$ cat config.mk
export PLATFORM = sky130hd
export DESIGN_NAME = axi_id_narrow
export DESIGN_NICKNAME = d
export VERILOG_FILES = /design/src/rtl/axi_id_narrow_pkg.sv /design/src/rtl/axi_id_narrow_table.sv /design/src/rtl/axi_id_narrow.sv
export SDC_FILE = /design/constraint.sdc
export NUM_CORES = 1
export LEC_CHECK = 0
export ABC_AREA = 1
export CAP_MARGIN = 20
export CORE_MARGIN = 5
export CORE_UTILIZATION = 24
export DETAILED_ROUTE_END_ITERATION = 10
export GPL_TIMING_DRIVEN = 0
export SLEW_MARGIN = 20
export SYNTH_ARGS = -nofsm -noshare
export SYNTH_HDL_FRONTEND = slang
export SYNTH_SLANG_ARGS = --single-unit
$ cat constraint.sdc
create_clock -name clk_i -period 3.9 [get_ports clk_i]
set_input_delay 0.78 -clock clk_i [delete_from_list [all_inputs] [get_ports clk_i]]
set_output_delay 0.78 -clock clk_i [all_outputs]
set_load 0.01 [all_outputs]
$ cat src/rtl/axi_id_narrow_pkg.sv
// -----------------------------------------------------------------------------
// axi_id_narrow_pkg
// Shared definitions for the AXI ID narrower:
//   - default ID / address / data widths
//   - cnt_width(): width of a per-slot outstanding-transaction counter
//   - num_slots(): number of table slots for a given master-port ID width
//   - default slave-port (wide ID) and master-port (narrow ID) channel structs
// -----------------------------------------------------------------------------
package axi_id_narrow_pkg;

  localparam int unsigned DefaultSlvIdWidth = 6;
  localparam int unsigned DefaultMstIdWidth = 2;
  localparam int unsigned AddrWidth         = 32;
  localparam int unsigned DataWidth         = 32;
  localparam int unsigned StrbWidth         = DataWidth / 8;

  // Counter must represent 0..max_txns inclusive.
  function automatic int unsigned cnt_width(input int unsigned max_txns);
    return (max_txns < 1) ? 1 : $clog2(max_txns + 1);
  endfunction

  function automatic int unsigned num_slots(input int unsigned mst_id_width);
    return 2 ** mst_id_width;
  endfunction

  typedef logic [DefaultSlvIdWidth-1:0] slv_id_t;
  typedef logic [DefaultMstIdWidth-1:0] mst_id_t;
  typedef logic [AddrWidth-1:0]         addr_t;
  typedef logic [DataWidth-1:0]         data_t;

  typedef struct packed {
    slv_id_t    id;
    addr_t      addr;
    logic [7:0] len;
    logic [2:0] size;
    logic [1:0] burst;
  } slv_ax_def_t;

  typedef struct packed {
    mst_id_t    id;
    addr_t      addr;
    logic [7:0] len;
    logic [2:0] size;
    logic [1:0] burst;
  } mst_ax_def_t;

  typedef struct packed {
    data_t                data;
    logic [StrbWidth-1:0] strb;
    logic                 last;
  } w_def_t;

  typedef struct packed {
    slv_id_t    id;
    logic [1:0] resp;
  } slv_b_def_t;

  typedef struct packed {
    mst_id_t    id;
    logic [1:0] resp;
  } mst_b_def_t;

  typedef struct packed {
    slv_id_t    id;
    data_t      data;
    logic [1:0] resp;
    logic       last;
  } slv_r_def_t;

  typedef struct packed {
    mst_id_t    id;
    data_t      data;
    logic [1:0] resp;
    logic       last;
  } mst_r_def_t;

endpackage

$ cat src/rtl/axi_id_narrow_table.sv
// -----------------------------------------------------------------------------
// axi_id_narrow_table
// One ID map/count table (used once for writes, once for reads).
// Each slot holds the slave ID that owns it plus an outstanding count; a slot
// is free when its count is zero.
//   clk_i, rst_ni : clock, synchronous active-low reset
//   req_id        : slave ID of the pending request (lookup key)
//   req_push      : request handshake this cycle (count up / allocate)
//   req_stall     : request cannot be issued this cycle
//   req_idx       : slot (master ID) the request maps to
//   rsp_idx       : master ID of the response on the bus
//   rsp_valid     : a response beat is presented (protocol check only)
//   rsp_retire    : final response handshake this cycle (count down)
//   rsp_slv_id    : original slave ID restored for the response
// -----------------------------------------------------------------------------
module axi_id_narrow_table
  import axi_id_narrow_pkg::*;
#(
  parameter int unsigned SlvIdWidth = DefaultSlvIdWidth,
  parameter int unsigned MstIdWidth = DefaultMstIdWidth,
  parameter int unsigned MaxTxns    = 4
) (
  input  logic                  clk_i,
  input  logic                  rst_ni,
  input  logic [SlvIdWidth-1:0] req_id,
  input  logic                  req_push,
  output logic                  req_stall,
  output logic [MstIdWidth-1:0] req_idx,
  input  logic [MstIdWidth-1:0] rsp_idx,
  input  logic                  rsp_valid,
  input  logic                  rsp_retire,
  output logic [SlvIdWidth-1:0] rsp_slv_id
);

  localparam int unsigned NumSlots = num_slots(MstIdWidth);
  localparam int unsigned CntWidth = cnt_width(MaxTxns);

  typedef logic [CntWidth-1:0] cnt_t;
  localparam cnt_t CntMax = cnt_t'(MaxTxns);

  typedef struct packed {
    logic [SlvIdWidth-1:0] slv_id;
    cnt_t                  cnt;
  } slot_t;

  slot_t slots [NumSlots];

  logic                  hit;
  logic                  free_found;
  logic [MstIdWidth-1:0] hit_idx;
  logic [MstIdWidth-1:0] free_idx;
  logic [NumSlots-1:0]   inc;
  logic [NumSlots-1:0]   dec;

  // Lookup: an ID is held by at most one busy slot; free slots are searched
  // lowest index first. Both use registered counts, so a slot freed this cycle
  // is only visible as free next cycle.
  always_comb begin
    // NOTE: every combinational output gets a default first, so no path can
    // leave it unassigned and infer a latch.
    hit        = 1'b0;
    hit_idx    = '0;
    free_found = 1'b0;
    free_idx   = '0;
    for (int i = 0; i < NumSlots; i++) begin
      if (!hit && slots[i].cnt != '0 && slots[i].slv_id == req_id) begin
        hit     = 1'b1;
        hit_idx = MstIdWidth'(i);
      end
      if (!free_found && slots[i].cnt == '0) begin
        free_found = 1'b1;
        free_idx   = MstIdWidth'(i);
      end
    end
  end

  assign req_idx    = hit ? hit_idx : free_idx;
  assign req_stall  = hit ? (slots[hit_idx].cnt == CntMax) : !free_found;
  assign rsp_slv_id = slots[rsp_idx].slv_id;

  always_comb begin
    inc          = '0;
    dec          = '0;
    inc[req_idx] = req_push;
    dec[rsp_idx] = rsp_retire;
  end

  always_ff @(posedge clk_i) begin
    if (!rst_ni) begin
      // NOTE: the table is only a few flops and clearing it is what frees
      // every slot, so it is reset explicitly rather than left undefined.
      for (int i = 0; i < NumSlots; i++) begin
        slots[i] <= '0;
      end
    end else begin
      // NOTE: state updates are non-blocking so every slot sees the pre-edge
      // table, independent of statement order.
      for (int i = 0; i < NumSlots; i++) begin
        if (inc[i] && !dec[i]) begin
          slots[i].cnt <= slots[i].cnt + cnt_t'(1);
        end else if (dec[i] && !inc[i]) begin
          slots[i].cnt <= slots[i].cnt - cnt_t'(1);
        end
      end
      if (req_push && !hit) begin
        slots[req_idx].slv_id <= req_id;
      end
    end
  end

  // A response can only belong to a slot with outstanding transactions.
  rsp_to_free_slot : assert property (
    @(posedge clk_i) disable iff (!rst_ni) rsp_valid |-> slots[rsp_idx].cnt != '0
  ) else $error("axi_id_narrow_table: response on free slot %0d", rsp_idx);

endmodule

$ cat src/rtl/axi_id_narrow.sv
// -----------------------------------------------------------------------------
// axi_id_narrow
// Narrows AXI IDs from a wide slave port to a narrow master port. Each
// in-flight slave ID is mapped to a master-ID slot; B and R responses get the
// original slave ID back. A slave ID never occupies two slots, so same-ID
// ordering is preserved.
//   clk_i, rst_ni      : clock, synchronous active-low reset
//   slv_aw/w/ar_*      : slave-port requests (wide IDs)
//   slv_b/r_*          : slave-port responses (wide IDs restored)
//   mst_aw/w/ar_*      : master-port requests (narrow IDs = slot index)
//   mst_b/r_*          : master-port responses (narrow IDs)
// -----------------------------------------------------------------------------
module axi_id_narrow
  import axi_id_narrow_pkg::*;
#(
  parameter int unsigned AxiIdWidthSlvPort = DefaultSlvIdWidth,
  parameter int unsigned AxiIdWidthMstPort = DefaultMstIdWidth,
  parameter int unsigned MaxTxnsPerId      = 4,
  parameter type slv_aw_chan_t = slv_ax_def_t,
  parameter type slv_w_chan_t  = w_def_t,
  parameter type slv_b_chan_t  = slv_b_def_t,
  parameter type slv_ar_chan_t = slv_ax_def_t,
  parameter type slv_r_chan_t  = slv_r_def_t,
  parameter type mst_aw_chan_t = mst_ax_def_t,
  parameter type mst_w_chan_t  = w_def_t,
  parameter type mst_b_chan_t  = mst_b_def_t,
  parameter type mst_ar_chan_t = mst_ax_def_t,
  parameter type mst_r_chan_t  = mst_r_def_t
) (
  input  logic         clk_i,
  input  logic         rst_ni,
  input  slv_aw_chan_t slv_aw_chan_i,
  input  logic         slv_aw_valid_i,
  output logic         slv_aw_ready_o,
  input  slv_w_chan_t  slv_w_chan_i,
  input  logic         slv_w_valid_i,
  output logic         slv_w_ready_o,
  output slv_b_chan_t  slv_b_chan_o,
  output logic         slv_b_valid_o,
  input  logic         slv_b_ready_i,
  input  slv_ar_chan_t slv_ar_chan_i,
  input  logic         slv_ar_valid_i,
  output logic         slv_ar_ready_o,
  output slv_r_chan_t  slv_r_chan_o,
  output logic         slv_r_valid_o,
  input  logic         slv_r_ready_i,
  output mst_aw_chan_t mst_aw_chan_o,
  output logic         mst_aw_valid_o,
  input  logic         mst_aw_ready_i,
  output mst_w_chan_t  mst_w_chan_o,
  output logic         mst_w_valid_o,
  input  logic         mst_w_ready_i,
  input  mst_b_chan_t  mst_b_chan_i,
  input  logic         mst_b_valid_i,
  output logic         mst_b_ready_o,
  output mst_ar_chan_t mst_ar_chan_o,
  output logic         mst_ar_valid_o,
  input  logic         mst_ar_ready_i,
  input  mst_r_chan_t  mst_r_chan_i,
  input  logic         mst_r_valid_i,
  output logic         mst_r_ready_o
);

  if (AxiIdWidthMstPort >= AxiIdWidthSlvPort) begin : g_bad_id_width
    $error("axi_id_narrow: AxiIdWidthMstPort must be smaller than AxiIdWidthSlvPort");
  end
  if (MaxTxnsPerId < 1) begin : g_bad_max_txns
    $error("axi_id_narrow: MaxTxnsPerId must be at least 1");
  end

  logic                         wr_stall;
  logic                         rd_stall;
  logic [AxiIdWidthMstPort-1:0] wr_idx;
  logic [AxiIdWidthMstPort-1:0] rd_idx;
  logic [AxiIdWidthSlvPort-1:0] wr_rsp_slv_id;
  logic [AxiIdWidthSlvPort-1:0] rd_rsp_slv_id;

  axi_id_narrow_table #(
    .SlvIdWidth (AxiIdWidthSlvPort),
    .MstIdWidth (AxiIdWidthMstPort),
    .MaxTxns    (MaxTxnsPerId)
  ) u_wr_table (
    .clk_i      (clk_i),
    .rst_ni     (rst_ni),
    .req_id     (slv_aw_chan_i.id),
    .req_push   (mst_aw_valid_o && mst_aw_ready_i),
    .req_stall  (wr_stall),
    .req_idx    (wr_idx),
    .rsp_idx    (mst_b_chan_i.id),
    .rsp_valid  (mst_b_valid_i),
    .rsp_retire (mst_b_valid_i && slv_b_ready_i),
    .rsp_slv_id (wr_rsp_slv_id)
  );

  axi_id_narrow_table #(
    .SlvIdWidth (AxiIdWidthSlvPort),
    .MstIdWidth (AxiIdWidthMstPort),
    .MaxTxns    (MaxTxnsPerId)
  ) u_rd_table (
    .clk_i      (clk_i),
    .rst_ni     (rst_ni),
    .req_id     (slv_ar_chan_i.id),
    .req_push   (mst_ar_valid_o && mst_ar_ready_i),
    .req_stall  (rd_stall),
    .req_idx    (rd_idx),
    .rsp_idx    (mst_r_chan_i.id),
    .rsp_valid  (mst_r_valid_i),
    .rsp_retire (mst_r_valid_i && slv_r_ready_i && mst_r_chan_i.last),
    .rsp_slv_id (rd_rsp_slv_id)
  );

  // Requests: the stall gates both directions of the handshake; master valid
  // depends only on slave valid and the table, never on master ready.
  assign mst_aw_valid_o = slv_aw_valid_i && !wr_stall;
  assign slv_aw_ready_o = mst_aw_ready_i && !wr_stall;
  assign mst_ar_valid_o = slv_ar_valid_i && !rd_stall;
  assign slv_ar_ready_o = mst_ar_ready_i && !rd_stall;

  always_comb begin
    mst_aw_chan_o       = '0;
    mst_aw_chan_o.id    = wr_idx;
    mst_aw_chan_o.addr  = slv_aw_chan_i.addr;
    mst_aw_chan_o.len   = slv_aw_chan_i.len;
    mst_aw_chan_o.size  = slv_aw_chan_i.size;
    mst_aw_chan_o.burst = slv_aw_chan_i.burst;

    mst_ar_chan_o       = '0;
    mst_ar_chan_o.id    = rd_idx;
    mst_ar_chan_o.addr  = slv_ar_chan_i.addr;
    mst_ar_chan_o.len   = slv_ar_chan_i.len;
    mst_ar_chan_o.size  = slv_ar_chan_i.size;
    mst_ar_chan_o.burst = slv_ar_chan_i.burst;
  end

  // W carries no ID and passes straight through.
  assign mst_w_chan_o  = slv_w_chan_i;
  assign mst_w_valid_o = slv_w_valid_i;
  assign slv_w_ready_o = mst_w_ready_i;

  // Responses: restore the slave ID from the slot, pass everything else.
  assign slv_b_valid_o = mst_b_valid_i;
  assign mst_b_ready_o = slv_b_ready_i;
  assign slv_r_valid_o = mst_r_valid_i;
  assign mst_r_ready_o = slv_r_ready_i;

  always_comb begin
    slv_b_chan_o      = '0;
    slv_b_chan_o.id   = wr_rsp_slv_id;
    slv_b_chan_o.resp = mst_b_chan_i.resp;

    slv_r_chan_o      = '0;
    slv_r_chan_o.id   = rd_rsp_slv_id;
    slv_r_chan_o.data = mst_r_chan_i.data;
    slv_r_chan_o.resp = mst_r_chan_i.resp;
    slv_r_chan_o.last = mst_r_chan_i.last;
  end

endmodule

==> impl_metrics.yaml, run 1 <==
run_status:
  outcome: "completed"
logic_synthesis:
  post_synth_mux_area_share_pct: 0
  synth-seq-area-share_pct: 34.89
  synthCells: 769
  post_synth_fa_ha_maj_area_fraction_pct: 3.150
  post_synth_xor_xnor_area_pct: 4.805
  synth_fp_nets: 973
  synth_compound_area_share_pct: 6.239
  syn-mean-instance-area_um2: 8.059
  netlist_area_mm2: 0.006197
  synthesis.yosys.warnings: 0
  ys_seq_elements: 72
  combinational_family_with_the_most_area_after_synthesis: "buffers and inverters"
  synth-simple-area-share_pct: 24.51
  synth_cell_types: 39
clocking:
  clk_buf_depth: 2
  tritoncts_clock_tree: "yes"
  cts_hold_buffers: 0
  cts_num_sinks: 72
  worst_skew_pair.late_latency_ns: 0.34
  root_buffer: "clkbuf_16"
  cts.clk_slew.worst_paths_ns: 0.06
  cts_max_level: 3
  tritoncts.num_buffers: 9
timing:
  max-slew-margin-rel_pct: 61.94
  worst_pin_slew_ns: 0.5687
  report.final.hold_viol_count: 0
  fin_crit_ns: 3.726
  fmax_ghz: 0.2684
  setup_viol: 0
  clock-skew-final_ns: 0.008925
  setup_repair_after_global_routing_missed_its_margin: "no"
  final_max_slew_viol_count: 0
  layout_worst_path_cycle_share_pct: 95.54
  final_layout_setup_total_negative_slack_ns: 0
global_routing:
  pin_count_of_the_biggest_net_entering_global_routing: 14
  global_route_wire_length_before_repair_um: 29940
  grt_overflow_total: 0
  globalRouteTotalUtil_pct: 13.14
  first_global_vias: 5386
  antenna_found_initial: 3
route:
  dr_total_vias: 5573
  remaining_drc_errors: 0
  route.antenna.remaining_nets: 0
  top_signal_layer_used: "met4"
  drt_wl_total_um: 20530
  met2_length_um: 11260
  met3WireLength_um: 1551
  wl_met1_um: 7215
  detail_route.vias_per_cell: 4.190
  first_pass_iters: 7
  detailedRoute.firstIterationViolations: 321
  wl_per_cell_um: 15.43
worst_setup_path:
  setup.worst_path.class: "in2out"
  r2r_cells: 15
  crit_arrival_ns: 2.95
  setup.worst_path.start: "slv_ar_chan_i[46]"
  end_kind: "output port"
  regToRegSetupSlack_ns: 0.90
  timing.critical_path.from_type: "primary input"
  worstPathRequired_ns: 3.12
  path_max_fanout: 7
  endpoint_of_the_worst_setup_timing_path: "mst_ar_chan_o[46]"
  crit-reg2reg-launch: "u_wr_table.slots[3][0]$_DFFE_PP_"
  reg2reg_end: "u_wr_table.slots[1][1]$_SDFFCE_PN0P_"
placed_design:
  dpl-instance-area_mm2: 0.008722
  place_congestion: 0.8146
  place_inst: 1310
  hpwlAfterDp_um: 17780
  quantity_of_i_o_buffers_inserted_on_ports: 211
finish:
  multi_input_area_mm2: 0.002401
  finish.instance_area_mm2: 0.009019
  finalNonFillerCells: 1330
  layout-area-overhead-vs-synth_pct: 45.53
  num-fill-cells: 2600
  area.sequential_mm2: 0.002162
  final_net_count: 1197
  final_layout_size_suffix_gt1_share_pct: 24.47
  postLayoutCoreUtil_pct: 35.61
floorplan:
  i_o_pin_count: 382
  number_of_placement_rows: 58
  die-area_mm2: 0.02914
  floorplan.die.height_um: 170.7
  die_w_um: 170.7
  core_region_area_mm2: 0.02533
  initial_core_util_pct: 24.47
pwr:
  power.total_mw: 2.518
  power_per_cell_area_mw_per_mm2: 279.2
  irDropWorstVdd_v: 0.0001915
  p_leak_nw: 3.955
flow_run:
  cap_viol_max_count: 0
min_path:
  hold_path_class: "reg2reg"
synthesized netlist by cell type:
cell | instances | area [um^2]
buf_2 | 3 | 15.01
a21oi_1 | 17 | 85.08
buf_4 | 170 | 1276
xnor2_1 | 10 | 87.58
nor2_2 | 2 | 12.51
o21ai_2 | 5 | 43.79
a22oi_1 | 14 | 105.1
nor4_1 | 2 | 12.51
edfxtp_1 | 72 | 2162
a31oi_1 | 3 | 18.77
nor2_4 | 7 | 78.83
o21bai_2 | 1 | 11.26
nand4_1 | 12 | 75.07
nand2_1 | 115 | 431.7
nand4_4 | 1 | 21.27
nand3_1 | 40 | 200.2
nand4_2 | 1 | 12.51
o21ai_1 | 5 | 25.02
a31oi_2 | 1 | 12.51
or2_1 | 3 | 18.77
inv_1 | 73 | 274.0
or2_2 | 1 | 6.260
o211ai_1 | 5 | 37.54
o221ai_1 | 1 | 8.760
nor3_2 | 1 | 10.01
ha_1 | 6 | 75.07
inv_2 | 14 | 52.55
nand3b_1 | 1 | 7.510
nand2_2 | 8 | 50.05
fa_1 | 6 | 120.1
clkbuf_1 | 5 | 18.77
nor3_1 | 17 | 85.08
or2_0 | 1 | 6.260
nor2_1 | 104 | 390.4
o21ai_0 | 6 | 30.03
nand3_2 | 7 | 70.07
a221oi_1 | 1 | 8.760
nor3b_1 | 4 | 30.03
xor2_1 | 24 | 210.2
per-stage QoR:
stage	worst slack (ns)	hold WS [ns]
floorplan	0.8997	0.5508
global placement	-0.2449	0.5785
detailed placement	-0.2287	0.5891
CTS	0.1579	0.6011
global route	0.002672	0.6313
finish	0.1738	0.6006
cell families after synthesis:
| group | count (synthesis) |
|---|---|
| compound gates | 59 |
| fa+ha+maj | 12 |
| buf+inv | 265 |
| xor+xnor | 34 |
| flops | 72 |
| simple gates | 327 |
worst min-delay path by stage:
stage / start / to / depth (start not counted)
after CTS: u_rd_table.slots[2][0]$_SDFFCE_PN0P_ / u_rd_table.slots[2][0]$_SDFFCE_PN0P_ / 1
after detailed placement: u_rd_table.slots[2][0]$_SDFFCE_PN0P_ / u_rd_table.slots[2][0]$_SDFFCE_PN0P_ / 1
after global placement: u_rd_table.slots[1][0]$_SDFFCE_PN0P_ / u_rd_table.slots[1][0]$_SDFFCE_PN0P_ / 1
final: u_rd_table.slots[2][0]$_SDFFCE_PN0P_ / u_rd_table.slots[2][0]$_SDFFCE_PN0P_ / 1
after global routing: u_rd_table.slots[2][0]$_SDFFCE_PN0P_ / u_rd_table.slots[2][0]$_SDFFCE_PN0P_ / 1
after floorplan: u_rd_table.slots[1][0]$_SDFFCE_PN0P_ / u_rd_table.slots[1][0]$_SDFFCE_PN0P_ / 1
worst max-delay path: stages:
cell,delay [ns]
dlygate4sd2_1,0.37
inv_1,0.19
nand2_1,0.09
nand4_1,0.08
nor2_1,0.19
nand2_2,0.13
nand2_2,0.12
nor2_2,0.07
a31oi_2,0.27
inv_1,0.15
clkdlybuf4s50_1,0.51
sequential cells by signal, summed over array words and instances, names as in the netlist:
| signal | cells |
|---|---|
| u_rd_table.slots | 36 |
| u_wr_table.slots | 36 |
area by class of cell:
| cell class | count | share of cell area [%] |
|---|---|---|
| clock buffers | 9 | 2.497 |
| flip-flops and latches | 72 | 23.97 |
| repair buffers | 213 | 23.32 |
| inverters | 87 | 3.649 |
| diodes | 3 | 0.08324 |
| well taps | 330 | 4.578 |
| multi-input cells | 432 | 26.62 |
| clock inverters | 6 | 0.7492 |
| plain buffers | 178 | 14.53 |
layout by cell type, fill, tap and decap left out, types with 3 or more instances in the layout:
cell type and instances:
fa_1 6, o21ai_0 6, a31oi_1 3, nor2_1 104
buf_2 3, dlygate4sd2_1 7, inv_1 72, nand3_2 7
nor2_4 7, clkdlybuf4s50_1 201, or2_1 3, xor2_1 24
a22oi_1 14, inv_2 14, clkbuf_16 9, a21oi_1 17
xnor2_1 10, ha_1 6, clkbuf_1 5, o21ai_2 5
nand4_1 12, nor3b_1 4, o21ai_1 5, nor3_1 17
nand2_2 9, nand3_1 40, o211ai_1 5, nand2_1 114
clkbuf_2 3, edfxtp_1 72, buf_4 172, diode_2 3
where the power goes:
part | total, mW | internal, mW | switching (mW)
clock | 0.826 | 0.495 | 0.332
sequential | 0.932 | 0.899 | 0.0323
combinational | 0.760 | 0.401 | 0.359
total | 2.52 | 1.80 | 0.722
timing repair:
item	CTS	global route
setup buffers	0	2
gates resized for setup	11	8
pin swaps	0	0
setup endpoints to repair	5	3
per-layer routing:
| metal | vias up | GRT usage (%) |
|---|---|---|
| li1 | 2778 | - |
| met1 | 2543 | 14.37 |
| met2 | 225 | 25.15 |
| met3 | 27 | 2.426 |
| met4 | 0 | 4.688 |
| met5 | - | 0 |
No activity file was read; power rests on OpenSTA's default activity.
==> run 2: changes to the inputs <==
--- a/config.mk
+++ b/config.mk
@@ -6,11 +6,13 @@
 export NUM_CORES = 1
 export LEC_CHECK = 0
 export ABC_AREA = 1
+export ABC_CLOCK_PERIOD_IN_PS = 3900
 export CAP_MARGIN = 20
 export CORE_MARGIN = 5
 export CORE_UTILIZATION = 24
 export DETAILED_ROUTE_END_ITERATION = 10
 export GPL_TIMING_DRIVEN = 0
+export RECOVER_POWER = 50
 export SLEW_MARGIN = 20
 export SYNTH_ARGS = -nofsm -noshare
 export SYNTH_HDL_FRONTEND = slang
==> run 2 against run 1 <==
  * Cell area is the same
  * Via count is essentially flat
  * Wire length about the same
  * Clock skew about the same
  * Sequential share of layout area stayed put
  * Critical path depth is the same
==> impl_metrics.yaml, run 2 (same netlist as run 1, synthesis figures left out) <==
floorplan:
  initial_core_util_pct: 24.47
  floorplan.die.height_um: 170.7
  die_w_um: 170.7
  die-area_mm2: 0.02914
  core_region_area_mm2: 0.02533
  i_o_pin_count: 382
  number_of_placement_rows: 58
clocking:
  cts_num_sinks: 72
  cts_max_level: 3
  worst_skew_pair.late_latency_ns: 0.33
  root_buffer: "clkbuf_16"
  tritoncts.num_buffers: 9
  cts.clk_slew.worst_paths_ns: 0.06
  cts_hold_buffers: 0
  clk_buf_depth: 2
  tritoncts_clock_tree: "yes"
placed_design:
  place_congestion: 0.8146
  hpwlAfterDp_um: 17780
  place_inst: 1310
  dpl-instance-area_mm2: 0.008722
  quantity_of_i_o_buffers_inserted_on_ports: 211
worst_setup_path:
  setup.worst_path.class: "in2out"
  worstPathRequired_ns: 3.12
  regToRegSetupSlack_ns: 0.89
  path_max_fanout: 7
  crit_arrival_ns: 2.96
  end_kind: "output port"
  timing.critical_path.from_type: "primary input"
timing:
  fmax_ghz: 0.2676
  final.hold.worst_slack_ns: 0.6009
  final_max_slew_viol_count: 0
  report.final.hold_viol_count: 0
  setup_viol: 0
  worst_pin_slew_ns: 0.5821
  max-slew-margin-rel_pct: 61.05
  clock-skew-final_ns: 0.008965
  layout_worst_path_cycle_share_pct: 95.82
  setup_repair_after_global_routing_missed_its_margin: "no"
  final_layout_setup_total_negative_slack_ns: 0
  fin_crit_ns: 3.737
finish:
  final_net_count: 1197
  area.sequential_mm2: 0.002162
  multi_input_area_mm2: 0.002401
  finish.instance_area_mm2: 0.009019
  final_layout_size_suffix_gt1_share_pct: 24.47
  postLayoutCoreUtil_pct: 35.61
  layout-area-overhead-vs-synth_pct: 45.53
  mostFrequentLayoutCell: "buf_4"
  largest_regs: "u_rd_table.slots (36), u_wr_table.slots (36)"
  layout_common_cells: "buf_4 (172), dlygate4sd3_1 (166), nand2_1 (114)"
  finalNonFillerCells: 1330
  num-fill-cells: 2600
pwr:
  p_leak_nw: 3.999
  irDropWorstVdd_v: 0.0001894
  power_per_cell_area_mw_per_mm2: 275.0
global_routing:
  grt_overflow_total: 0
  globalRouteTotalUtil_pct: 13.14
  global_route.peak_usage_layer: "met2"
  antenna_found_initial: 3
  groute.layer.met1.usage_pct: 14.37
  global_route_wire_length_before_repair_um: 29940
  first_global_vias: 5386
  grt_util_met2_pct: 25.15
  grt_use_met3_pct: 2.426
  pin_count_of_the_biggest_net_entering_global_routing: 14
route:
  first_pass_iters: 5
  route.antenna.remaining_nets: 0
  drt_wl_total_um: 20510
  wl_per_cell_um: 15.42
  detail_route.vias_per_cell: 4.192
  dr_total_vias: 5576
  remaining_drc_errors: 0
  detailedRoute.firstIterationViolations: 328
run_status:
  outcome: "completed"
flow_run:
  cap_viol_max_count: 0
min_path:
  hold_path_class: "reg2reg"
run 2: power by group:
part           leakage [nW]  switching [mW]  total (mW)  internal [mW]
sequential            0.746          0.0323       0.932          0.899
combinational          3.11           0.355       0.723          0.368
clock                 0.138           0.331       0.826          0.495
total                  4.00           0.718        2.48           1.76
run 2: per-stage QoR:
stage | worst slack (ns) | power [mW]
after floorplan | 0.8997 | 1.369
after detailed placement | -0.2287 | 1.717
after global placement | -0.2449 | 1.710
after CTS | 0.1579 | 2.539
final | 0.1632 | 2.480
after global routing | 0.002672 | 2.602
run 2: final cells by class:
type	instances	area share (%)
Tap cell	330	4.578
Buffer	178	14.53
Clock buffer	9	2.497
Inverter	87	3.649
Clock inverter	6	0.7492
Multi-Input combinational cell	432	26.62
Sequential cell	72	23.97
Timing Repair Buffer	213	23.32
Antenna cell	3	0.08324
run 2: timing repair:
item                       in CTS  in global routing
resized for setup              11                  8
setup endpoints to repair       5                  3
setup buffers                   0                  2
run 2: final timing paths:
path         cells after the start                            startpoint                              endpoint
min reg2reg                      1  u_rd_table.slots[2][0]$_SDFFCE_PN0P_  u_rd_table.slots[2][0]$_SDFFCE_PN0P_
max reg2reg                     15      u_wr_table.slots[3][0]$_DFFE_PP_  u_wr_table.slots[1][1]$_SDFFCE_PN0P_
max                             11                     slv_ar_chan_i[46]                     mst_ar_chan_o[46]
min                              1  u_rd_table.slots[2][0]$_SDFFCE_PN0P_  u_rd_table.slots[2][0]$_SDFFCE_PN0P_
run 2: critical path, cell delays in order:
cell and delay (ns):
dlygate4sd2_1 0.37, inv_1 0.18, nand2_1 0.09, nand4_1 0.08
nor2_1 0.20, nand2_2 0.13, nand2_2 0.12, nor2_2 0.07
a31oi_2 0.27, inv_1 0.15, clkdlybuf4s50_1 0.51
run 2: layer usage:
metal,wire (um),vias up
li1,-,2776
met1,7236,2553
met3,1518,22
met5,0,-
met4,461,0
met2,11290,225
==> run 3: changes to the inputs <==
--- a/config.mk
+++ b/config.mk
@@ -6,7 +6,6 @@
 export NUM_CORES = 1
 export LEC_CHECK = 0
 export ABC_AREA = 1
-export ABC_CLOCK_PERIOD_IN_PS = 3900
 export CAP_MARGIN = 20
 export CORE_MARGIN = 5
 export CORE_UTILIZATION = 24
==> constraint.sdc (replaced) <==
create_clock -name clk_i -period 4.8 [get_ports clk_i]
set_input_delay 0.96 -clock clk_i [delete_from_list [all_inputs] [get_ports clk_i]]
set_output_delay 0.96 -clock clk_i [all_outputs]
set_load 0.01 [all_outputs]
==> run 3 against run 2 <==
  * Cell area about the same
  * Sequential share of layout area is essentially flat
  * Final cell count fell by 0.15%
  * Via count hardly changed
  * Die area did not move
  * Wire length is 0.12% higher
  * Register-to-register slack gained 0.89 ns
  * Worst setup slack better by 0.16 ns
  * Clock power decreased by 19%
  * Non-clock buffer count fell by 2
  * Critical endpoint is now mst_aw_valid_o
  * Largest cell class unchanged
  * Largest power group unchanged
  * Highest routed layer unchanged
==> impl_metrics.yaml, run 3 (same netlist as run 1, synthesis figures left out) <==
min_path:
  hold_path_class: "reg2reg"
floorplan:
  die-area_mm2: 0.02914
  die_w_um: 170.7
  initial_core_util_pct: 24.47
  i_o_pin_count: 382
  floorplan.die.height_um: 170.7
  core_region_area_mm2: 0.02533
  number_of_placement_rows: 58
timing:
  fmax_ghz: 0.2234
  fin_crit_ns: 4.476
  layout_worst_path_cycle_share_pct: 93.26
  clock-skew-final_ns: 0.008377
  worst_pin_slew_ns: 0.5694
  worst_slack_ns: 0.3235
  final_max_slew_viol_count: 0
  max-slew-margin-rel_pct: 61.90
  final_layout_setup_total_negative_slack_ns: 0
  report.final.hold_viol_count: 0
  setup_repair_after_global_routing_missed_its_margin: "no"
  setup_viol: 0
  final.hold.worst_slack_ns: 0.6006
placed_design:
  hpwlAfterDp_um: 17780
  dpl-instance-area_mm2: 0.008722
  quantity_of_i_o_buffers_inserted_on_ports: 211
  pre_cts_ws_ns: 0.3113
  place_congestion: 0.8146
  place_inst: 1310
pwr:
  power_per_cell_area_mw_per_mm2: 223.8
  irDropWorstVdd_v: 0.0001557
  p_leak_nw: 3.979
  power.total_mw: 2.019
route:
  detailedRoute.firstIterationViolations: 287
  route.antenna.remaining_nets: 0
  detail_route.vias_per_cell: 4.200
  drt_wl_total_um: 20530
  dr_total_vias: 5578
  remaining_drc_errors: 0
  wl_per_cell_um: 15.46
  first_pass_iters: 5
finish:
  final_layout_size_suffix_gt1_share_pct: 23.82
  num-fill-cells: 2594
  largest_regs: "u_rd_table.slots (36), u_wr_table.slots (36)"
  postLayoutCoreUtil_pct: 35.62
  mostFrequentLayoutCell: "buf_4"
  layout_common_cells: "buf_4 (170), dlygate4sd3_1 (167), nand2_1 (115)"
  layout-area-overhead-vs-synth_pct: 45.59
  final_net_count: 1195
  finalNonFillerCells: 1328
  finish.instance_area_mm2: 0.009022
worst_setup_path:
  crit_arrival_ns: 3.52
  setup.worst_path.class: "in2out"
  timing.critical_path.slowest_stage_cell: "clkdlybuf4s50_1"
  timing.critical_path.from_type: "primary input"
  path_max_fanout: 6
  critical_path.most_common_cell: "nor2_1"
  end_kind: "output port"
  cells_along_the_critical_path: "clkdlybuf4s50_1, inv_1, nor2_1, nor3_1, nand2_1, nor2_1, nor2_1, nor2_1, nand3_1, nand2_1, nand2_1, nor2_1, clkdlybuf4s50_1"
  max_stage_delay_ns: 0.62
  worstPathRequired_ns: 3.84
global_routing:
  global_route_wire_length_before_repair_um: 29940
  pin_count_of_the_biggest_net_entering_global_routing: 14
  globalRouteTotalUtil_pct: 13.14
  grt_overflow_total: 0
  antenna_found_initial: 3
  first_global_vias: 5386
clocking:
  cts_hold_buffers: 0
  clk_buf_depth: 2
  cts-resized-gates: 0
  root_buffer: "clkbuf_16"
  cts.clk_slew.worst_paths_ns: 0.06
  tritoncts_clock_tree: "yes"
  cts_max_level: 3
  tritoncts.num_buffers: 9
  worst_skew_pair.late_latency_ns: 0.34
  cts_post_setup_buffers_inserted: 0
  cts_num_sinks: 72
run_status:
  outcome: "completed"
flow_run:
  cap_viol_max_count: 0
run 3: where the power goes:
part / internal, mW / switching [mW] / leakage, nW / total [mW]
combinational: 0.301 / 0.288 / 3.09 / 0.589
clock: 0.402 / 0.271 / 0.138 / 0.673
sequential: 0.731 / 0.0261 / 0.746 / 0.757
total: 1.43 / 0.585 / 3.98 / 2.02
run 3: routing by layer:
| metal | vias up | global-route usage [%] | part of all wire, % |
|---|---|---|---|
| met5 | - | 0 | 0 |
| li1 | 2777 | - | - |
| met1 | 2544 | 14.37 | 35 |
| met4 | 0 | 4.688 | 2.3 |
| met2 | 234 | 25.15 | 55 |
| met3 | 23 | 2.426 | 7.3 |
run 3: layout make-up:
cell class / instances / area (um^2) / share of cell area [%]
clock inverters: 6 / 67.56 / 0.7489
clock buffers: 9 / 225.2 / 2.496
plain buffers: 178 / 1310 / 14.52
well taps: 330 / 412.9 / 4.576
repair buffers: 211 / 2112 / 23.41
inverters: 87 / 326.6 / 3.619
multi-input cells: 432 / 2399 / 26.58
diodes: 3 / 7.507 / 0.08321
flip-flops and latches: 72 / 2162 / 23.96
run 3: final timing paths:
path | startpoint | endpoint | slack [ns] | cells after the start
worst max register to register | u_wr_table.slots[3][0]$_DFFE_PP_ | u_wr_table.slots[1][1]$_SDFFCE_PN0P_ | 1.78 | 15
worst max-delay path | slv_aw_chan_i[47] | mst_aw_valid_o | 0.32 | 13
worst min-delay path | u_rd_table.slots[2][0]$_SDFFCE_PN0P_ | u_rd_table.slots[2][0]$_SDFFCE_PN0P_ | 0.60 | 1
worst min register to register | u_rd_table.slots[2][0]$_SDFFCE_PN0P_ | u_rd_table.slots[2][0]$_SDFFCE_PN0P_ | 0.60 | 1
run 3: worst max-delay path: cells and delay by family:
family	cells	cell delay, ns
buffers and inverters	3	1.38
and+or+nand+nor	10	1.18
